[config.mk]
export PLATFORM = sky130hd
export DESIGN_NAME = spi_i2c_cmd_seq
export DESIGN_NICKNAME = d
export VERILOG_FILES = /design/src/rtl/spi_i2c_cmd_seq.sv
export SDC_FILE = /design/constraint.sdc
export NUM_CORES = 1
export LEC_CHECK = 0
export CAP_MARGIN = 20
export CORE_MARGIN = 5
export CORE_UTILIZATION = 38
export CTS_BUF_LIST = sky130_fd_sc_hd__clkbuf_16
export DETAILED_ROUTE_END_ITERATION = 10
export PLACE_DENSITY = 0.7
export SLEW_MARGIN = 10
export SYNTH_ARGS = -nofsm -noshare
export SYNTH_HDL_FRONTEND = slang
export SYNTH_SLANG_ARGS = --single-unit
[constraint.sdc]
create_clock -name wr_clk -period 2.3 [get_ports wr_clk]
set_input_delay 0.69 -clock wr_clk [delete_from_list [all_inputs] [get_ports wr_clk]]
set_output_delay 0.69 -clock wr_clk [all_outputs]
set_load 0.01 [all_outputs]
[src/rtl/spi_i2c_cmd_seq.sv]
// SPI RX FIFO to I2C master command sequencer: decodes {rw,addr},len,payload frames.
// Optional payload-starvation watchdog with i2c_abort when SEQ_TIMEOUT_EN is defined.
module spi_i2c_cmd_seq #(
    parameter int LEN_W          = 8,
    parameter int TIMEOUT_CYCLES = 1024
) (
    input  logic             wr_clk,
    input  logic             wr_rst_n,
    input  logic [7:0]       fifo_rd_data,
    input  logic             fifo_empty,
    output logic             fifo_rd_en,
    output logic             i2c_cmd_valid,
    input  logic             i2c_cmd_ready,
    output logic [6:0]       i2c_addr,
    output logic             i2c_rw,
    output logic [LEN_W-1:0] i2c_len,
    output logic             i2c_wdata_valid,
    input  logic             i2c_wdata_ready,
    output logic [7:0]       i2c_wdata,
    input  logic             i2c_done,
    input  logic             i2c_nack,
    output logic             i2c_abort,
    output logic             busy,
    output logic             err_nack,
    output logic             err_len,
    output logic [15:0]      frame_cnt
);
    typedef enum logic [2:0] {IDLE, LEN, CMD, DATA, WAIT, FLUSH} state_t;

    state_t           state;
    logic [LEN_W-1:0] cnt;
    logic [LEN_W-1:0] cnt_nxt;
    logic [LEN_W-1:0] len_byte;
    logic             xfer;
    logic             pop;

    assign len_byte        = LEN_W'(fifo_rd_data);
    assign i2c_wdata       = fifo_rd_data;
    assign i2c_wdata_valid = (state == DATA) & ~fifo_empty;
    assign xfer            = i2c_wdata_valid & i2c_wdata_ready;
    assign cnt_nxt         = cnt - {{(LEN_W-1){1'b0}}, xfer};
    assign busy            = (state != IDLE);

    always_comb begin
        pop = 1'b0;
        case (state)
            IDLE, LEN: pop = ~fifo_empty;
            DATA:      pop = xfer;
            FLUSH:     pop = ~fifo_empty & (cnt != '0);
            default:   pop = 1'b0;
        endcase
    end

    // Gated by reset so the FIFO is never popped while the sequencer is held in reset.
    assign fifo_rd_en = pop & wr_rst_n;

`ifdef SEQ_TIMEOUT_EN
    localparam int WD_W = $clog2(TIMEOUT_CYCLES + 1);
    logic [WD_W-1:0] wd_cnt;
`else
    logic unused_timeout;
    assign unused_timeout = ^TIMEOUT_CYCLES;
    assign i2c_abort      = 1'b0;
`endif

    always_ff @(posedge wr_clk or negedge wr_rst_n) begin
        if (!wr_rst_n) begin
            state         <= IDLE;
            cnt           <= '0;
            i2c_cmd_valid <= 1'b0;
            i2c_addr      <= '0;
            i2c_rw        <= 1'b0;
            i2c_len       <= '0;
            err_nack      <= 1'b0;
            err_len       <= 1'b0;
            frame_cnt     <= '0;
`ifdef SEQ_TIMEOUT_EN
            i2c_abort     <= 1'b0;
            wd_cnt        <= '0;
`endif
        end else begin
            err_len <= 1'b0;
`ifdef SEQ_TIMEOUT_EN
            i2c_abort <= 1'b0;
            wd_cnt    <= (state == DATA && fifo_empty) ? wd_cnt + 1'b1 : '0;
`endif
            case (state)
                IDLE: if (!fifo_empty) begin
                    i2c_rw   <= fifo_rd_data[7];
                    i2c_addr <= fifo_rd_data[6:0];
                    state    <= LEN;
                end
                LEN: if (!fifo_empty) begin
                    if (len_byte == '0) begin
                        err_len <= 1'b1;
                        state   <= IDLE;
                    end else begin
                        i2c_len       <= len_byte;
                        cnt           <= len_byte;
                        i2c_cmd_valid <= 1'b1;
                        state         <= CMD;
                    end
                end
                CMD: if (i2c_cmd_ready) begin
                    i2c_cmd_valid <= 1'b0;
                    state         <= i2c_rw ? WAIT : DATA;
                end
                DATA: begin
                    cnt <= cnt_nxt;
                    if (i2c_done) begin
                        frame_cnt <= frame_cnt + 16'd1;
                        if (i2c_nack) begin
                            err_nack <= 1'b1;
                            // Unsent payload must be drained to keep the next header aligned.
                            state    <= (cnt_nxt != '0) ? FLUSH : IDLE;
                        end else begin
                            state    <= IDLE;
                        end
                    end else if (xfer && cnt == LEN_W'(1)) begin
                        state <= WAIT;
                    end
`ifdef SEQ_TIMEOUT_EN
                    else if (fifo_empty && wd_cnt == WD_W'(TIMEOUT_CYCLES - 1)) begin
                        i2c_abort <= 1'b1;
                        state     <= IDLE;
                    end
`endif
                end
                WAIT: if (i2c_done) begin
                    frame_cnt <= frame_cnt + 16'd1;
                    if (i2c_nack) err_nack <= 1'b1;
                    state <= IDLE;
                end
                FLUSH: begin
                    if (cnt == '0) begin
                        state <= IDLE;
                    end else if (!fifo_empty) begin
                        cnt <= cnt - LEN_W'(1);
                        if (cnt == LEN_W'(1)) state <= IDLE;
                    end
                end
                default: state <= IDLE;
            endcase
        end
    end
endmodule
==> flow_summary.ini <==
[die]
die-height_microns = 92.7
dieArea_sq_mm = 0.00859
io_pins = 62
rows = 30
dieWidth_microns = 92.7
coreArea_sq_mm = 0.00672
start_util_pct = 38.7

[synthesis]
yosysSeqAreaShare_pct = 44.3
syn_area_sq_mm = 0.00260
synth_seq_cells = 46
synth-edff-count = 0
synth_async_sr_flop_share_pct = 100
synth_nets = 271
avgSynthCellArea_sq_um = 10.3
synth_cell_types = 54
ys.flop_type = dfrtp_1
yosys_warnings = 0
syn_inst = 251

[sta]
rsz0062_at_grt = true
fin_worst_skew_ns = 0.00476
fmax_ghz = 0.424
final_hold_viol_count = 0
finalCritPeriodShare_pct = 103
final-max-slew-violation-count = 0
slew_headroom_pct = 60.6
layout_setup_ws_ns = -0.0609
setup_violations = 2
fin_tns_setup_ns = -0.0772
tightestPinTransition_ns = 0.586
min_period_ns = 2.36

[worst_setup_path]
worstSetupEndpointType = output port
critPathLaunchType = flop
critPathTopFamily = flip-flops
cp_num_buf_inv = 2
slowest_stage = dfrtp_1
cp_cell_sequence = nor4_4 > buf_4 > a31o_4 > a21oi_2 > a31oi_1 > nor3b_1 > buf_2
arrival_ns = 1.67
path_class = flop to output port
reg2reg_depth = 10
cp.required_ns = 1.61
cp_max_fo = 2
max_stage_delay_ns = 0.42
cp_num_cells = 7

[global_routing]
grt_start_max_net_pins = 47
grt-ovfl-total = 0
grt_use_total_pct = 16.8
grt_pass1_vias = 2261
grt_pass1_wl_microns = 11600
antenna_found_initial = 0

[clock_network]
clk_latency_ns = 0.28
numCtsBuffers = 5
clk_pin_slew_worst_paths_ns = 0.06
cts_max_path_buffers = 2
cts_sinks = 46
cts_tree = built
cts_root_buf = clkbuf_16
htree_levels = 2
hold_buffers = 0

[worst_hold_path]
holdCritPathClass = flop to flop
hold_depth = 1

[power]
power.leakage_uw = 0.00176
power.density_mw_per_mm2 = 1190
peakVddDrop_v = 0.000612
total_power_uw = 4630

[placement]
dpl.hpwl_microns = 5270
place_ws_ns = -0.769
port_buffers = 60
gp_congestion = 0.896

[detailed_routing]
viasPerCell = 5.19
vias = 2293
remaining_drc_errors = 0
wirelength_microns = 7010
first_pass_iters = 4
wl_per_cell_microns = 15.9
antenna_left = 0
drtIter0Drc = 153

[finish]
mostFrequentLayoutCell = buf_4
final_cell_mix = 61 x buf_4, 46 x dfrtp_1, 45 x clkdlybuf4s50_1
syn2layout_area_growth_pct = 50.1
num-nets-final = 381
fin_util_pct = 58.0
n_antenna_cell = 0
drive_above_1_share_pct = 32.3

[run_status]
violations = setup timing
status = finished with violations

[flow_run]
cap_violations = 0
-- worst paths after layout --
kind | from | endpoint | slack [ns]
max | cnt[6] | fifo_rd_en | -0.06
min | frame_cnt[15] | frame_cnt[15] | 0.46
max reg2reg | state[2] | state[2] | -0.02
min reg2reg | frame_cnt[15] | frame_cnt[15] | 0.46
max in group asynchronous | wr_rst_n | state[0] | 1.37
min in group asynchronous | wr_rst_n | cnt[3] | 0.53
-- Yosys cell counts, types with 2 or more instances --
| library cell | n | area share, % |
|---|---|---|
| dfrtp_1 | 46 | 44 |
| mux2_2 | 18 | 7.8 |
| nand2_1 | 18 | 2.6 |
| nor2_1 | 13 | 1.9 |
| o21ai_0 | 13 | 2.5 |
| a21oi_1 | 11 | 2.1 |
| buf_4 | 10 | 2.9 |
| xnor2_1 | 10 | 3.4 |
| inv_1 | 9 | 1.3 |
| nor3_1 | 7 | 1.3 |
| xor2_1 | 7 | 2.4 |
| nor4_1 | 6 | 1.4 |
| buf_2 | 5 | 0.96 |
| ha_1 | 5 | 2.4 |
| and3_1 | 4 | 0.96 |
| clkbuf_1 | 4 | 0.58 |
| nand3_2 | 4 | 1.5 |
| nand3b_1 | 4 | 1.2 |
| nor3b_1 | 4 | 1.2 |
| a211oi_1 | 3 | 0.87 |
| a22o_1 | 3 | 1.0 |
| a22oi_1 | 3 | 0.87 |
| a32o_1 | 3 | 1.2 |
| o31ai_1 | 3 | 0.87 |
| a32oi_1 | 2 | 0.67 |
| and3b_1 | 2 | 0.67 |
| nand2b_1 | 2 | 0.48 |
| nand3_1 | 2 | 0.39 |
| nand4_1 | 2 | 0.48 |
| nor2_2 | 2 | 0.48 |
| nor3_2 | 2 | 0.77 |
| o22ai_1 | 2 | 0.48 |
-- logic make-up after synthesis --
group	share of synthesized area (%)
AOI/OAI and AO/OA	14.5
xor gates and xnor gates	6.36
adders and majority gates	2.41
buffers and inverters	5.73
DFF	44.3
muxes	7.80
other	0.144
and+or+nand+nor	18.7
-- stage by stage --
| step | std cells | cell area, sq um | hold WS, ns |
|---|---|---|---|
| after global routing | 442 | 3900 | 0.499 |
| after CTS | 440 | 3840 | 0.469 |
| final | 442 | 3900 | 0.464 |
| after global placement | 430 | 3640 | 0.457 |
| after floorplan | 251 | 2640 | 0.394 |
| after detailed placement | 430 | 3640 | 0.457 |
-- layer usage --
metal / vias up / share of wire [%] / wire length (microns) / global-route usage [%]
met4: 0 / 1.9 / 133 / 5.01
met3: 13 / 6.0 / 420 / 3.66
met2: 70 / 46 / 3240 / 26.2
li1: 1118 / - / - / -
met5: - / 0 / 0 / 0
met1: 1092 / 46 / 3220 / 23.5
-- state kept, by name, indices dropped and copies added (netlist names) --
name           count
frame_cnt         16
cnt                8
i2c_len            8
i2c_addr           7
state              3
err_len            1
err_nack           1
i2c_cmd_valid      1
i2c_rw             1
-- power by group --
| part | switching [uW] | internal, uW | leakage (uW) | total (uW) |
|---|---|---|---|---|
| Combinational | 1170 | 1360 | 0.00110 | 2530 |
| Sequential | 203 | 1100 | 0.000571 | 1310 |
| Clock | 287 | 505 | 0.0000864 | 791 |
| Total | 1660 | 2970 | 0.00176 | 4630 |
-- timing repair --
item,in CTS,in global routing
setup endpoints to repair,18,7
buffers inserted,2,2
resized for setup,23,8
pin swaps,4,5
-- layout make-up --
| class | instances | area [sq um] |
|---|---|---|
| sequential | 46 | 1150 |
| tap | 80 | 100 |
| clock inverter | 3 | 37.5 |
| clock buffer | 5 | 125 |
| multi-input combinational | 177 | 1390 |
| timing repair buffer | 122 | 1060 |
| fill | 581 | 2820 |
| inverter | 9 | 33.8 |
(Power assumes the default switching activity.)
==> edit: new RTL, config.mk and constraints unchanged <==
The parameter `LEN_W` goes from 8 to 4.
--- a/src/rtl/spi_i2c_cmd_seq.sv
+++ b/src/rtl/spi_i2c_cmd_seq.sv
@@ -2,5 +2,5 @@
 // Optional payload-starvation watchdog with i2c_abort when SEQ_TIMEOUT_EN is defined.
 module spi_i2c_cmd_seq #(
-    parameter int LEN_W          = 8,
+    parameter int LEN_W          = 4,
     parameter int TIMEOUT_CYCLES = 1024
 ) (
Interface: changed (resized i2c_len); port bits go from 62 to 58. The function was not compared with the original's and may differ.
==> edit against the unedited design <==
The run still ends with setup timing left; power shrank 23%; fmax shrank 2.7%; sequential cell count shrank 8; design area shrank 20%; synthesized area shrank 16%; hold slack gained 0.0030 ns; setup slack lost 0.065 ns; wire length shrank 22%; global-route usage shrank 1.3 points; critical path type unchanged.
==> edit: results (changes against the unedited design) <==
set qor(setup_tns_ns) -0.1261 ;# -0.04882 ns
set qor(p_leak_nw) 1.386 ;# -21%
set qor(routedWlPerCell_um) 15.27 ;# -3.8%
set qor(setup_ws_post_layout_ns) -0.1261 ;# -0.06513 ns
set qor(synth_cell_type_count) 55 ;# +1.9%
set qor(multiplexer_share_of_the_synthesized_area_pct) 7.401 ;# -0.40 points
set qor(cp_top_family) {simple AND/OR/NAND/NOR gates}
set qor(net_count_synth) 226 ;# -17%
set qor(netlist_instances) 205 ;# -18%
set qor(grt_util_all_layers_pct) 15.51 ;# -1.3 points
set qor(synthXorXnorAreaFrac_pct) 6.827 ;# +0.47 points
set qor(vdd_drop_max_v) 0.0006113 ;# about the same
set qor(synthTopCellsByArea) {sky130_fd_sc_hd__dfrtp_1 44%, sky130_fd_sc_hd__xnor2_1 5.6%, sky130_fd_sc_hd__mux2_2 4.6%}
set qor(pwr.group.sequential_mw) 1.06 ;# -19%
set qor(cell_area_power_density_nw_per_um2) 1140 ;# -3.9%
set qor(hp-start) {err_nack$_DFFE_PN0P_}
set qor(power.switching_fraction_pct) 36.12 ;# +0.29 points
set qor(final_cells) 357 ;# -19%
set qor(largestRegisters) {frame_cnt x16, i2c_addr x7}
set qor(whs_ns) 0.4674 ;# +0.002962 ns
set qor(synth_sequential_area_ratio_pct) 43.60 ;# -0.71 points
set qor(setup-violations-final) 1 ;# -1
set qor(placed_cells_incl_taps) 348 ;# -19%
set qor(failing_checks) {setup timing}
set qor(rrSetupSlack_ns) 0.15 ;# +0.17 ns
set qor(detailedPlacementHpwl_mm) 4.092 ;# -22%
set qor(layout-drive-gt1-share_pct) 26.32 ;# -6.0 points
set qor(worst_ep_arrival_time_ns) 1.74 ;# +0.07 ns
set qor(post-place-ws_ns) -0.4367 ;# +0.3327 ns
set qor(maxSlewHeadroom_pct) 66.17 ;# +5.6 points
set qor(drt-vias-per-instance) 5.230 ;# +0.81%
set qor(status) {finished with violations}
set qor(number_of_global_route_vias_before_repair) 1860 ;# -18%
set qor(grt_max_degree) 39 ;# -17%
set qor(placement.io_buffers) 56 ;# -6.7%
set qor(synth.top_cells.by_count) {38 x sky130_fd_sc_hd__dfrtp_1, 14 x sky130_fd_sc_hd__xnor2_1, 11 x sky130_fd_sc_hd__nand2_1, 11 x sky130_fd_sc_hd__o21ai_0, 10 x sky130_fd_sc_hd__nor2_1}
set qor(post_synth_fa_ha_maj_area_fraction_pct) 3.442 ;# +1.0 points
set qor(pwr-share-comb_pct) 51.9 ;# -2.8 points
set qor(cts_setup_buffers) 0 ;# -2
set qor(min_delay_worst_endpoint) {err_nack$_DFFE_PN0P_}
set qor(grt_pass1_wl_mm) 8.956 ;# -23%
set qor(cts_resized) 21 ;# -8.7%
[edit: cell count changes after synthesis, sizes merged, moves of 4 or more]
cell   change
dfrtp      -8
a21oi      -7
nand2      -7
nor3       -6
mux2       -5
nor2       -5
nor2b      +5
nor4       -5
xor2       -4
[edit: metal layers]
metal	vias to the layer above	share of wire, %	GRT usage [%]
li1	889	-	-
met1	914	45	19.52
met2	56	48	25.28
met3	8	6.6	4.707
met4	0	1.2	5.324
met5	-	0	0
[edit: final cells by class]
| type | instances | area [um^2] | share of cell area [%] |
|---|---|---|---|
| well taps | 72 | 90.09 | 2.873 |
| inverters | 7 | 26.28 | 0.8380 |
| clock inverters | 3 | 16.27 | 0.5188 |
| clock buffers | 5 | 125.1 | 3.990 |
| repair buffers | 90 | 795.8 | 25.38 |
| multi-input cells | 142 | 1131 | 36.07 |
| flip-flops and latches | 38 | 950.9 | 30.33 |
